File: src/rtl/assert_seq_window_pkg.sv
// rtl/assert_seq_window_pkg.sv - shared types and limits for the sequence-window checker
package assert_seq_pkg;

  // Prefixed names keep the states clear of the SETTLE parameter in the top module
  typedef enum logic [1:0] {
    ST_IDLE   = 2'd0,
    ST_SETTLE = 2'd1,
    ST_CHECK  = 2'd2,
    ST_HALT   = 2'd3
  } state_t;

  localparam int LATENCY_MAX  = 8;
  localparam int SETTLE_MAX   = 255;
  localparam int SETTLE_CNT_W = 8;

endpackage

File: src/rtl/assert_seq_window_if.sv
// rtl/assert_seq_window_if.sv - stimulus/result bundle between a bench driver and the checker
interface assert_seq_window_if #(
  parameter int WIDTH = 1,
  parameter int CNT_W = 8
);
  logic             en;
  logic             clr;
  logic [WIDTH-1:0] exp_in;
  logic [WIDTH-1:0] act_in;
  logic             mismatch;
  logic             fail;
  logic [CNT_W-1:0] err_count;
  logic [CNT_W-1:0] cmp_count;
  logic [CNT_W-1:0] first_idx;
  logic [WIDTH-1:0] first_exp;
  logic [WIDTH-1:0] first_act;
  logic             checking;

  modport master (
    output en, clr, exp_in, act_in,
    input  mismatch, fail, err_count, cmp_count, first_idx, first_exp, first_act, checking
  );

  modport slave (
    input  en, clr, exp_in, act_in,
    output mismatch, fail, err_count, cmp_count, first_idx, first_exp, first_act, checking
  );
endinterface

File: src/rtl/assert_seq_window_delay.sv
// rtl/assert_seq_window_delay.sv - LATENCY-deep {valid, data} alignment shift register
module assert_seq_delay #(
  parameter int WIDTH   = 1,
  parameter int LATENCY = 1
) (
  input  logic             clk,
  input  logic             rst_n,
  input  logic             i_flush,
  input  logic             i_vld,
  input  logic [WIDTH-1:0] i_data,
  output logic             o_vld,
  output logic [WIDTH-1:0] o_data
);

  generate
    if (LATENCY == 0) begin : g_pass
      logic w_unused;
      assign w_unused = ^{clk, rst_n, i_flush};
      assign o_vld    = i_vld;
      assign o_data   = i_data;
    end else begin : g_pipe
      logic             r_vld  [LATENCY];
      logic [WIDTH-1:0] r_data [LATENCY];

      // Shift stages each cycle; a flush empties every stage so no stale sample survives
      always_ff @(posedge clk or negedge rst_n) begin
        if (!rst_n) begin
          for (int i = 0; i < LATENCY; i++) begin
            r_vld[i]  <= 1'b0;
            r_data[i] <= '0;
          end
        end else if (i_flush) begin
          for (int i = 0; i < LATENCY; i++) begin
            r_vld[i]  <= 1'b0;
            r_data[i] <= '0;
          end
        end else begin
          r_vld[0]  <= i_vld;
          r_data[0] <= i_data;
          for (int i = 1; i < LATENCY; i++) begin
            r_vld[i]  <= r_vld[i-1];
            r_data[i] <= r_data[i-1];
          end
        end
      end

      assign o_vld  = r_vld[LATENCY-1];
      assign o_data = r_data[LATENCY-1];
    end
  endgenerate

endmodule

File: src/rtl/assert_seq_window.sv
// rtl/assert_seq_window.sv - latency-aligned output checker with settle window and first-fail capture
module assert_seq_window #(
  parameter int               WIDTH        = 1,
  parameter int               LATENCY      = 1,
  parameter int               SETTLE       = 2,
  parameter int               CNT_W        = 8,
  parameter logic [WIDTH-1:0] MASK         = '1,
  parameter bit               STOP_ON_FAIL = 1'b0
) (
  input logic                clk,
  input logic                rst_n,
  assert_seq_window_if.slave bus
);
  import assert_seq_pkg::*;

  localparam logic [SETTLE_CNT_W-1:0] SETTLE_LAST =
    (SETTLE == 0) ? '0 : SETTLE_CNT_W'(SETTLE - 1);

  state_t                  r_state;
  state_t                  w_state_nxt;
  logic [SETTLE_CNT_W-1:0] r_settle_cnt;
  logic [SETTLE_CNT_W-1:0] w_settle_nxt;

  logic             w_vld_d;
  logic [WIDTH-1:0] w_exp_d;
  logic             w_flush;
  logic             w_cmp;
  logic             w_miss;

  logic             r_mismatch;
  logic             r_fail;
  logic [CNT_W-1:0] r_err_count;
  logic [CNT_W-1:0] r_cmp_count;
  logic [CNT_W-1:0] r_first_idx;
  logic [WIDTH-1:0] r_first_exp;
  logic [WIDTH-1:0] r_first_act;

  // Leaving the active window (or clearing) must drop every in-flight expected sample
  assign w_flush = bus.clr |
                   (((r_state == ST_SETTLE) || (r_state == ST_CHECK)) && !bus.en);

  assert_seq_delay #(
    .WIDTH   (WIDTH),
    .LATENCY (LATENCY)
  ) u_delay (
    .clk     (clk),
    .rst_n   (rst_n),
    .i_flush (w_flush),
    .i_vld   (bus.en),
    .i_data  (bus.exp_in),
    .o_vld   (w_vld_d),
    .o_data  (w_exp_d)
  );

  // en is part of the compare condition, so a sample arriving as en falls is dropped
  assign w_cmp  = (r_state == ST_CHECK) && bus.en && w_vld_d && !bus.clr;
  assign w_miss = w_cmp && (((w_exp_d ^ bus.act_in) & MASK) != '0);

  // Next-state logic: clr wins, en low aborts the window, HALT only exits via clr
  always_comb begin
    w_state_nxt  = r_state;
    w_settle_nxt = r_settle_cnt;
    if (bus.clr) begin
      w_state_nxt  = ST_IDLE;
      w_settle_nxt = '0;
    end else begin
      case (r_state)
        ST_IDLE: begin
          if (bus.en) begin
            w_state_nxt  = (SETTLE == 0) ? ST_CHECK : ST_SETTLE;
            w_settle_nxt = '0;
          end
        end
        ST_SETTLE: begin
          if (!bus.en) begin
            w_state_nxt = ST_IDLE;
          end else if (r_settle_cnt == SETTLE_LAST) begin
            w_state_nxt = ST_CHECK;
          end else begin
            w_settle_nxt = r_settle_cnt + SETTLE_CNT_W'(1);
          end
        end
        ST_CHECK: begin
          if (!bus.en) begin
            w_state_nxt = ST_IDLE;
          end else if (STOP_ON_FAIL && w_miss) begin
            w_state_nxt = ST_HALT;
          end
        end
        default: begin
          w_state_nxt = ST_HALT;
        end
      endcase
    end
  end

  // State and settle counter registers
  always_ff @(posedge clk or negedge rst_n) begin
    if (!rst_n) begin
      r_state      <= ST_IDLE;
      r_settle_cnt <= '0;
    end else begin
      r_state      <= w_state_nxt;
      r_settle_cnt <= w_settle_nxt;
    end
  end

  // Result registers: saturating counters, mismatch pulse, first-failure capture
  always_ff @(posedge clk or negedge rst_n) begin
    if (!rst_n) begin
      r_mismatch  <= 1'b0;
      r_fail      <= 1'b0;
      r_err_count <= '0;
      r_cmp_count <= '0;
      r_first_idx <= '0;
      r_first_exp <= '0;
      r_first_act <= '0;
    end else if (bus.clr) begin
      r_mismatch  <= 1'b0;
      r_fail      <= 1'b0;
      r_err_count <= '0;
      r_cmp_count <= '0;
      r_first_idx <= '0;
      r_first_exp <= '0;
      r_first_act <= '0;
    end else begin
      r_mismatch <= w_miss;
      if (w_cmp) begin
        if (r_cmp_count != '1) begin
          r_cmp_count <= r_cmp_count + CNT_W'(1);
        end
        if (w_miss) begin
          if (r_err_count != '1) begin
            r_err_count <= r_err_count + CNT_W'(1);
          end
          r_fail <= 1'b1;
          if (!r_fail) begin
            r_first_idx <= r_cmp_count;
            r_first_exp <= w_exp_d;
            r_first_act <= bus.act_in;
          end
        end
      end
    end
  end

  assign bus.mismatch  = r_mismatch;
  assign bus.fail      = r_fail;
  assign bus.err_count = r_err_count;
  assign bus.cmp_count = r_cmp_count;
  assign bus.first_idx = r_first_idx;
  assign bus.first_exp = r_first_exp;
  assign bus.first_act = r_first_act;
  assign bus.checking  = (r_state == ST_CHECK);

endmodule

File: src/flat_wrapper.sv
// flat-port wrapper written by rule: the top's interface ports become plain ports
module assert_seq_window_flat import assert_seq_pkg::*;
#(
  parameter int               WIDTH        = 1,
  parameter int               LATENCY      = 1,
  parameter int               SETTLE       = 2,
  parameter int               CNT_W        = 8,
  parameter logic [WIDTH-1:0] MASK         = '1,
  parameter bit               STOP_ON_FAIL = 1'b0
)
  (clk, rst_n, bus_en, bus_clr, bus_exp_in, bus_act_in, bus_mismatch, bus_fail, bus_err_count, bus_cmp_count, bus_first_idx, bus_first_exp, bus_first_act, bus_checking);
  assert_seq_window_if #(.WIDTH(WIDTH), .CNT_W(CNT_W)) bus_i ();
  input logic clk;
  input logic rst_n;
  input wire logic [$bits(bus_i.en)-1:0] bus_en;
  input wire logic [$bits(bus_i.clr)-1:0] bus_clr;
  input wire logic [$bits(bus_i.exp_in)-1:0] bus_exp_in;
  input wire logic [$bits(bus_i.act_in)-1:0] bus_act_in;
  output wire logic [$bits(bus_i.mismatch)-1:0] bus_mismatch;
  output wire logic [$bits(bus_i.fail)-1:0] bus_fail;
  output wire logic [$bits(bus_i.err_count)-1:0] bus_err_count;
  output wire logic [$bits(bus_i.cmp_count)-1:0] bus_cmp_count;
  output wire logic [$bits(bus_i.first_idx)-1:0] bus_first_idx;
  output wire logic [$bits(bus_i.first_exp)-1:0] bus_first_exp;
  output wire logic [$bits(bus_i.first_act)-1:0] bus_first_act;
  output wire logic [$bits(bus_i.checking)-1:0] bus_checking;
  assign bus_i.en = bus_en;
  assign bus_i.clr = bus_clr;
  assign bus_i.exp_in = bus_exp_in;
  assign bus_i.act_in = bus_act_in;
  assign bus_mismatch = bus_i.mismatch;
  assign bus_fail = bus_i.fail;
  assign bus_err_count = bus_i.err_count;
  assign bus_cmp_count = bus_i.cmp_count;
  assign bus_first_idx = bus_i.first_idx;
  assign bus_first_exp = bus_i.first_exp;
  assign bus_first_act = bus_i.first_act;
  assign bus_checking = bus_i.checking;
  assert_seq_window #(.WIDTH(WIDTH), .LATENCY(LATENCY), .SETTLE(SETTLE), .CNT_W(CNT_W), .MASK(MASK), .STOP_ON_FAIL(STOP_ON_FAIL)) u_core (.clk(clk), .rst_n(rst_n), .bus(bus_i));
endmodule
File: config.mk
export PLATFORM = sky130hd
export DESIGN_NAME = assert_seq_window_flat
export DESIGN_NICKNAME = d
export VERILOG_FILES = /design/src/rtl/assert_seq_window_pkg.sv /design/src/rtl/assert_seq_window_if.sv /design/src/rtl/assert_seq_window_delay.sv /design/src/rtl/assert_seq_window.sv /design/src/flat_wrapper.sv
export SDC_FILE = /design/constraint.sdc
export NUM_CORES = 1
export LEC_CHECK = 0
export ABC_AREA = 1
export CAP_MARGIN = 10
export CORE_MARGIN = 2
export CORE_UTILIZATION = 35
export CTS_CLUSTER_DIAMETER = 30
export DETAILED_ROUTE_END_ITERATION = 8
export HOLD_SLACK_MARGIN = 0.06
export PLACE_DENSITY = 0.6
export SKIP_CTS_REPAIR_TIMING = 1
export SLEW_MARGIN = 20
export SYNTH_ARGS = -nofsm -noshare
export SYNTH_HDL_FRONTEND = slang
export SYNTH_SLANG_ARGS = --single-unit
File: constraint.sdc
create_clock -name clk -period 2.7 [get_ports clk]
set_clock_uncertainty 0.1 [all_clocks]
set_input_delay 0.54 -clock clk [delete_from_list [all_inputs] [get_ports clk]]
set_output_delay 0.54 -clock clk [all_outputs]
set_load 0.05 [all_outputs]
# Yosys cells after proc, flatten, opt, wreduce, memory -nomap -nowiden
# Index checks and enable logic that the tools add are counted.
# op_classes
add_sub_neg	3
n_eq_ne	11
muxes	36
bitwise_logic	2
reduce_logical	20
# op_table
op	count
$mux 8	15
$add 8x1->8 const B	3
$ne 8x8->1 const B	2
$pmux 8 s2	1
$mux 1	14
$ne 3x3->1 const B	4
$mux 2	5
$reduce_and 3->1	3
$eq 8x1->1 const B	1
$reduce_bool 2->1	4
$pmux 2 s3	1
$logic_and 1x1->1	5
$ne 4x4->1 const B	1
$reduce_and 2->1	2
$reduce_and 4->1	1
$reduce_bool 3->1	1
$eq 2x1->1 const B	1
$eq 2x2->1 const B	1
$logic_not 1->1	2
$logic_not 2->1	1
$ne 2x2->1 const B	1
$logic_or 1x1->1	1
$or 1x1->1	1
$xor 1x1->1	1
# totals
regBits	40
input_bits	6

# Longest topological paths before layout
# Gate-level depths: netlist (run 1).
# depth
word_depth	8
depth_mapped	10

# Modules after synthesis
# Synthesis (run 1) repeated with hierarchy kept, for this count alone.
# unflattened
hier_cells	283
area_unflattened_um2	2249.7
# modules_own_cells
mod	n_inst	cells_each	area_each_um2
assert_seq_window	1	277	2184.6
assert_seq_delay	1	6	65.1

# Least setup slack after synthesis (run 1)
# Ideal clock, no wire load.
# synth_path
path_type	register -> register
startpoint	register u_core.r_state[0]
endpoint	register u_core.r_err_count[6], in the netlist u_core.bus.err_count[6]
arrival_time_ps	1743
required_ps	2473
slack_ps	730
stages_incl_launch_ff	9
n_path_buf	1
synth_period_minus_slack_ps	1970
path_cell_list	dfrtp_1 inv_1 ha_1 nand3_1 o21ai_2 nand2_1 buf_6 nand2_1 o21ai_0
# synth_between
elab_chain_cells	7
elab_cells_between_ends	8
classes_between	eq/ne: 1; reduce/logical: 7
# synth_lines
element	line	rtl
start: declaration	assert_seq_window.sv:19	state_t r_state;
start signal: assignment	assert_seq_window.sv:103	r_state <= w_state_nxt;
$eq 2x2->1 *	-	
net bus_checking	flat_wrapper.sv:26	output wire logic [$bits(bus_i.checking)-1:0] bus_checking;
$logic_and 1x1->1 * (3 in series)	assert_seq_window.sv:56	assign w_cmp = (r_state == ST_CHECK) && bus.en && w_vld_d && !bus.clr;
$logic_and 1x1->1	assert_seq_window.sv:57	assign w_miss = w_cmp && (((w_exp_d ^ bus.act_in) & MASK) != '0);
$reduce_bool 2->1 (no source line)	-	
$reduce_and 3->1 (no source line) *	-	
end signal: assignment	assert_seq_window.sv:134	r_err_count <= r_err_count + CNT_W'(1);
end: declaration	assert_seq_window.sv:32	logic [CNT_W-1:0] r_err_count;
# The timed path passes the listed nets; every way through them passes the cells marked *.
# A chain may end at the register's enable or synchronous reset.

# Worst setup path in the final report (run 1)
# layout_path
startpoint	register u_core.r_state[0]
endpoint	output bus_checking
# layout_between
elab_chain_cells	1
# layout_lines
element	line	rtl
$eq 2x2->1	assert_seq_window.sv:154	assign bus.checking = (r_state == ST_CHECK);
end: declaration	flat_wrapper.sv:26	
# No other way between the ends.

==> qor.log, run 1 <==
INFO  run_status     run_status=completed
INFO  clock_network  worst_setup_hold_path_clk_slew=80ps
INFO  clock_network  ctsRootBufferMaster=clkbuf_8
INFO  timing         fmaxAchievable=0.403GHz
INFO  timing         setup_total_negative_slack=0ps
INFO  synth          register_bit_count_reported_by_yosys=40
INFO  floorplanning  initial_core_util=36.8%
INFO  routing        detailed_routing_iteration_count_for_the_pre_antenna_repair_pass=4
INFO  timing         post-route-period-util=92.0%
INFO  worst_setup_path start_kind=flop
INFO  floorplanning  fp.dieW=83.3um
INFO  worst_setup_path timing.critical_path.fanout_max=4
INFO  floorplanning  chipHeight=83.3um
INFO  min_path       hold_path_class=input pin to async pin
INFO  placement      dpl.hpwl=3.39mm
INFO  job            total_of_max_cap_violations=0
INFO  worst_setup_path critical_path_cell_count=3
INFO  timing         hold_ws=201ps
INFO  placement      place.port_buffers=34
INFO  timing         finalMaxSlewViolations=0
INFO  floorplanning  dieArea=6950squm
INFO  power          share_clk_of_total_power=35.3%
INFO  worst_setup_path setup.worst_path.end_class=primary output
INFO  routing        num_vias=1882
INFO  synth          yosysSeqAreaShare=45.4%
INFO  synth          synth_flop_cell=dfrtp_1
INFO  synth          synthArstFlopShare=100%
INFO  final_layout   layout-drive-gt1-share=7.43%
INFO  final_layout   area_delta_synth_final=23.6%
INFO  worst_setup_path cp_slowest_stage_delay=820ps
INFO  clock_network  tritoncts=yes
INFO  power          p_int=1060uW
INFO  power          power.density=558nW/um^2
INFO  worst_setup_path ordered_cell_list_for_the_critical_path=inv_1 > ha_1 > clkdlybuf4s50_1
INFO  power          power.combinational.fraction=21.1%
INFO  timing         final_period_minus_worst_setup_slack=2480ps
INFO  synth          mappedNetlistArea=2200squm
INFO  synth          postSynthAreaPerCell=7.68squm
INFO  final_layout   num_antenna_cells=0
INFO  final_layout   num-nets-final=336
INFO  synth          ys_warn_count=0
INFO  worst_setup_path critPathTopFamily=buffers and inverters
INFO  synth          syn-num-nets=301
INFO  timing         setup-violations-final=0
INFO  final_layout   filler_cell_count=613
INFO  power          power.share.switching=30.5%
INFO  floorplanning  placeableCoreArea=5990squm
INFO  worst_setup_path path_class=flop to primary output
INFO  clock_network  insertion_delay=290ps
INFO  worst_setup_path arrival=1840ps
INFO  final_layout   final_area=2720squm
INFO  floorplanning  rows=28
INFO  synth          synth_edf_count=0
INFO  timing         timing.slew.headroom=59.3%
INFO  power          cellLeakagePower=0.00125uW
INFO  clock_network  cts_inserted_buffers=5
INFO  global_routing grt_first_pass_wirelength=8.07mm
INFO  routing        route.final.wire_length=4.58mm
INFO  routing        dr.first_iter.drc_count=67
INFO  power          peakVddDrop=0.303mV
INFO  clock_network  htreeDepth=2
INFO  routing        avgRoutedWirePerCell=11.5um
INFO  worst_setup_path worstRegToRegCells=7
INFO  synth          yosys.cell_types.count=29
INFO  timing         grt_setup_unrepaired=no
INFO  global_routing global_route.usage.total=14.1%
INFO  routing        drc=0
INFO  global_routing grt_start_max_net_pins=41
INFO  global_routing gr-total-overflow=0
INFO  power          total_switching_power=464uW
INFO  synth          post_synth_inst_count=287
INFO  floorplanning  design.portCount=35
INFO  routing        drt.antenna.violating_nets=0
INFO  global_routing grt_antenna_before_repair=0
INFO  timing         worst_slew_pin_slew=610ps
INFO  placement      dp_cells=390
INFO  routing        via_per_inst=4.73
INFO  power          p_seq_share=43.6%
INFO  timing         timing_hold_violations_final=0
INFO  placement      finalWeightedCongestion=0.835
INFO  clock_network  clockBufferDepth=2
INFO  final_layout   layout.cells.non_filler=398
INFO  global_routing via_count_of_the_first_global_routing_pass=1743
INFO  final_layout   utilization=45.5%
INFO  clock_network  cts_num_sinks=40
INFO  worst_setup_path worst_ep_required_time=2060ps
INFO  worst_setup_path cpMaxStageDelayCell=clkdlybuf4s50_1
INFO  worst_setup_path critPathBufInv=2
INFO  placement      dpl-instance-area=2600squm
==> cell usage in the layout (no fill, tap or decap), types with 2 or more instances in the layout <==
cell             Yosys  layout
o21ai_1             12      12
nand2_1            101     101
ha_1                 8       8
nor3_1               3       3
or2_2                2       2
a21oi_1              4       4
nor2_2               2       2
clkdlybuf4s50_1      0      33
o21ai_0             13      13
nand3_1             26      26
nor2_1              16      16
inv_1               24      24
dfrtp_1             40      40
o21ai_2              5       5
nand3b_1             4       4
clkbuf_8             0       7
nand4_1              6       6
xnor2_1              2       2
buf_4                3       3
o21bai_1             2       2
==> registers in the layout, summed over array words and instances (netlist names) <==
name / cells
u_core.bus.cmp_count: 8
u_core.bus.err_count: 8
u_core.bus.fail: 1
u_core.bus.first_act: 1
u_core.bus.first_exp: 1
u_core.bus.first_idx: 8
u_core.bus.mismatch: 1
u_core.r_settle_cnt: 8
u_core.r_state: 2
u_core.u_delay.o_data: 1
u_core.u_delay.o_vld: 1
==> Yosys cell counts (5+ instances only) <==
master | number | share of area (%)
nand2_1 | 101 | 17
o21ai_1 | 12 | 2.7
nor2_1 | 16 | 2.7
dfrtp_1 | 40 | 45
o21ai_0 | 13 | 3.0
nand3_1 | 26 | 5.9
inv_1 | 24 | 4.1
ha_1 | 8 | 4.5
o21ai_2 | 5 | 2.0
nand4_1 | 6 | 1.7
==> layer usage <==
metal	global-route usage [%]	share of wire [%]	up-vias	routed length, um
li1	-	-	1010	-
met1	18.6	50	828	2280
met2	23.2	45	36	2050
met3	2.78	3.8	8	172
met4	5.07	1.7	0	77
met5	0	0	-	0
==> worst paths after layout <==
| path | startpoint | end | slack (ps) |
|---|---|---|---|
| min reg2reg | u_core.bus.first_idx[0] | u_core.bus.first_idx[0] | 400 |
| max in group asynchronous | rst_n | u_core.r_settle_cnt[7] | 1950 |
| max | u_core.r_state[0] | bus_checking | 220 |
| min | rst_n | u_core.bus.first_idx[6] | 200 |
| min in group clk | u_core.bus.first_idx[0] | u_core.bus.first_idx[0] | 400 |
| max reg2reg | u_core.r_state[0] | u_core.bus.first_act | 710 |
==> stage by stage <==
step                      setup slack, ps  total power [uW]
after floorplan                       730               909
after global routing                  111              1620
final                                 217              1520
after CTS                             217              1540
after global placement                403              1000
after detailed placement              351              1000
==> power groups by stage <==
stage                     combinational [uW]  clock (uW)  sequential (uW)
after CTS                                326         553              664
after global placement                   327           0              675
after detailed placement                 324           0              676
final                                    321         537              664
after global routing                     365         580              671
after floorplan                          206           0              703
==> area by class of cell <==
type / count / area [sq um] / area share (%)
multi-input cells: 213 / 1050 / 38.6
flip-flops and latches: 40 / 1000 / 36.7
repair buffers: 37 / 358 / 13.1
clock buffers: 7 / 96.3 / 3.54
inverters: 25 / 93.8 / 3.45
well taps: 75 / 93.8 / 3.45
clock inverters: 1 / 30.0 / 1.10
==> logic make-up after synthesis <==
| group | synth area share (%) |
|---|---|
| buffers and inverters | 6.87 |
| XOR/XNOR | 0.795 |
| AND/OR/NAND/NOR | 31.8 |
| adder cells (fa/ha/maj) | 4.54 |
| AO/OA/AOI/OAI | 10.6 |
| flip-flops | 45.4 |
(Power assumes the default switching activity.)
==> run 2: changes to the inputs <==
--- a/config.mk
+++ b/config.mk
@@ -9,7 +9,7 @@
 export CAP_MARGIN = 10
 export CORE_MARGIN = 2
 export CORE_UTILIZATION = 35
-export CTS_CLUSTER_DIAMETER = 30
+export CTS_CLUSTER_DIAMETER = 50
 export DETAILED_ROUTE_END_ITERATION = 8
 export HOLD_SLACK_MARGIN = 0.06
 export PLACE_DENSITY = 0.6
==> results of run 2 <==
Same layout as run 1: the final DEF is identical, and so are final timing and power.
==> run 3: changes to the inputs <==
--- a/config.mk
+++ b/config.mk
@@ -6,13 +6,14 @@
 export NUM_CORES = 1
 export LEC_CHECK = 0
 export ABC_AREA = 1
+export ABC_CLOCK_PERIOD_IN_PS = 2700
 export CAP_MARGIN = 10
 export CORE_MARGIN = 2
-export CORE_UTILIZATION = 35
+export CORE_UTILIZATION = 40
 export CTS_CLUSTER_DIAMETER = 50
 export DETAILED_ROUTE_END_ITERATION = 8
 export HOLD_SLACK_MARGIN = 0.06
-export PLACE_DENSITY = 0.6
+export PLACE_DENSITY = 0.66
 export SKIP_CTS_REPAIR_TIMING = 1
 export SLEW_MARGIN = 20
 export SYNTH_ARGS = -nofsm -noshare
==> run 3 against run 2 <==
Compared with the run above:
- clock power fell by 1%
- core utilization rose by 4.7 points
- combinational power barely moved
- critical path type unchanged
- largest cell class unchanged
- highest routed layer unchanged
==> qor.log, run 3 (synthesis results as in run 1) <==
INFO  routing        avgRoutedWirePerCell=12.0um [+3.8%]
INFO  clock_network  ctsRootBufferMaster=clkbuf_8
INFO  timing         setup_total_negative_slack=0ps [unchanged]
INFO  floorplanning  placeableCoreArea=5410squm [-9.8%]
INFO  clock_network  cts_inserted_buffers=5 [unchanged]
INFO  clock_network  cts_num_sinks=40 [unchanged]
INFO  timing         grt_setup_unrepaired=no
INFO  power          power.density=559nW/um^2 [+0.18%]
INFO  clock_network  clockBufferDepth=2 [unchanged]
INFO  clock_network  worst_setup_hold_path_clk_slew=80ps [about the same]
INFO  worst_setup_path worstRegToRegCells=7 [unchanged]
INFO  routing        dr_wl_met2=2.27mm [+11%]
INFO  floorplanning  dieArea=6120squm [-12%]
INFO  timing         timing_hold_violations_final=0 [unchanged]
INFO  global_routing via_count_of_the_first_global_routing_pass=1760 [+0.98%]
INFO  floorplanning  fp.dieW=78.2um [-6.1%]
INFO  routing        route.final.wire_length=4.71mm [+2.8%]
INFO  worst_setup_path path_class=flop to primary output
INFO  timing         hold_ws=272ps [+71.4 ps]
INFO  min_path       hold_path_class=input pin to async pin
INFO  routing        route.top_layer_used=met4
INFO  clock_network  htreeDepth=2 [unchanged]
INFO  timing         post-route-period-util=92.0% [about the same]
INFO  timing         timing.slew.headroom=39.8% [-19 points]
INFO  global_routing gr-total-overflow=0 [unchanged]
INFO  worst_setup_path cp_slowest_stage_delay=820ps [about the same]
INFO  timing         final_period_minus_worst_setup_slack=2480ps [+1.45 ps]
INFO  job            total_of_max_cap_violations=0 [unchanged]
INFO  final_layout   final_cell_mix=nand2_1 (101), dfrtp_1 (40), clkdlybuf4s50_1 (33)
INFO  floorplanning  design.portCount=35 [unchanged]
INFO  routing        met3RoutedLength=150um [-13%]
INFO  routing        detailed_routing_iteration_count_for_the_pre_antenna_repair_pass=4 [unchanged]
INFO  power          peakVddDrop=0.383mV [+26%]
INFO  run_status     run_status=completed
INFO  worst_setup_path arrival=1840ps [about the same]
INFO  global_routing grt_start_max_net_pins=41 [unchanged]
INFO  clock_network  tritoncts=yes
INFO  routing        via_per_inst=4.90 [+3.5%]
INFO  worst_setup_path setup.worst_path.end_class=primary output
INFO  routing        drc=0 [unchanged]
INFO  timing         setup-violations-final=0 [unchanged]
INFO  routing        met1Wirelength=2.22mm [-2.9%]
INFO  worst_setup_path ordered_cell_list_for_the_critical_path=inv_1 > ha_1 > clkdlybuf4s50_1
INFO  worst_setup_path timing.critical_path.fanout_max=4 [unchanged]
INFO  placement      finalWeightedCongestion=0.842 [+0.81%]
INFO  placement      place.port_buffers=34 [unchanged]
INFO  final_layout   num-nets-final=335 [-0.30%]
INFO  worst_setup_path timing.rr.end=u_core.bus.first_idx[1]
INFO  floorplanning  initial_core_util=40.8% [+4.0 points]
INFO  clock_network  insertion_delay=290ps [about the same]
INFO  floorplanning  chipHeight=78.2um [-6.1%]
INFO  final_layout   most_frequent_standard_cell_in_the_layout_excluding_fill_and_tap_cells=nand2_1
INFO  timing         finalMaxSlewViolations=0 [unchanged]
INFO  power          cellLeakagePower=0.00125uW [-0.38%]
INFO  worst_setup_path reg2reg_setup_slack=710ps [about the same]
INFO  final_layout   layout-drive-gt1-share=7.14% [-0.29 points]
INFO  worst_setup_path cpMaxStageDelayCell=clkdlybuf4s50_1
INFO  routing        drt.antenna.violating_nets=0 [unchanged]
INFO  final_layout   num_antenna_cells=0 [unchanged]
INFO  global_routing global_route.usage.total=16.8% [+2.6 points]
INFO  worst_setup_path critical_path.reg2reg.startpoint=u_core.r_state[0]
INFO  global_routing grt_antenna_before_repair=0 [unchanged]
INFO  timing         worst_slew_pin_slew=903ps [+293 ps]
INFO  floorplanning  rows=27 [-3.6%]
INFO  worst_setup_path start_kind=flop
INFO  routing        num_vias=1929 [+2.5%]
INFO  final_layout   area_delta_synth_final=23.1%
INFO  routing        dr.first_iter.drc_count=124 [+85%]
INFO  placement      dpl.hpwl=3.38mm [-0.13%]
INFO  timing         fmaxAchievable=0.402GHz [about the same]
INFO  global_routing grt_first_pass_wirelength=8.09mm [+0.25%]
INFO  worst_setup_path worst_ep_required_time=2060ps [about the same]
run 3: cell types whose count changed in the layout (fill, tap and decap cells not counted):
cell	previous run	this run
buf_4	3	2
run 3: how the worst max path moves through the flow:
| stage | startpoint | to | slack (ps) | cells after the start |
|---|---|---|---|---|
| global route | u_core.r_state[0] | bus_checking | 130 | 3 |
| global placement | bus_en | u_core.bus.first_idx[4] | 380 | 6 |
| detailed placement | bus_en | u_core.bus.first_idx[1] | 290 | 6 |
| finish | u_core.r_state[0] | bus_checking | 220 | 3 |
| floorplan | u_core.r_state[0] | u_core.bus.err_count[6] | 730 | 8 |
| CTS | u_core.r_state[0] | bus_checking | 200 | 3 |
run 3: layout make-up:
| cell class | count | area [sq um] |
|---|---|---|
| Fill cell | 563 | 2690 |
| Multi-Input combinational cell | 213 | 1050 |
| Sequential cell | 40 | 1000 |
| Timing Repair Buffer | 36 | 350 |
| Clock buffer | 7 | 96.3 |
| Inverter | 25 | 93.8 |
| Tap cell | 72 | 90.1 |
| Clock inverter | 1 | 30.0 |
run 3: routing by layer:
layer  vias to the layer above  track usage [%]
met3                         6             3.79
met2                        31             27.4
li1                        998                -
met1                       894             22.2
met4                         0             5.26
met5                         -                0
run 3: worst max-delay path, delay by kind of cell, from the launching register on:
family                   cells  cell delay, ps
adder cells (fa/ha/maj)      1             210
flip-flops                   1             420
buffers and inverters        2             920
run 3: stage by stage:
| step | instances | setup slack [ps] | power [uW] | utilization, % | cell area, sq um |
|---|---|---|---|---|---|
| 6_report | 394 | 216 | 1520 | 50.2 | 2710 |
| 5_1_grt | 394 | 129 | 1610 | 50.2 | 2710 |
| 4_1_cts | 394 | 201 | 1540 | 50.2 | 2710 |
| 3_5_place_dp | 386 | 287 | 1000 | 47.8 | 2590 |
| 3_3_place_gp | 386 | 384 | 1000 | 47.8 | 2590 |
| 2_1_floorplan | 287 | 730 | 909 | - | 2200 |
run 3: power breakdown:
| part | internal (uW) | switching [uW] |
|---|---|---|
| registers | 630 | 35.2 |
| logic | 100 | 223 |
| clock network | 326 | 203 |
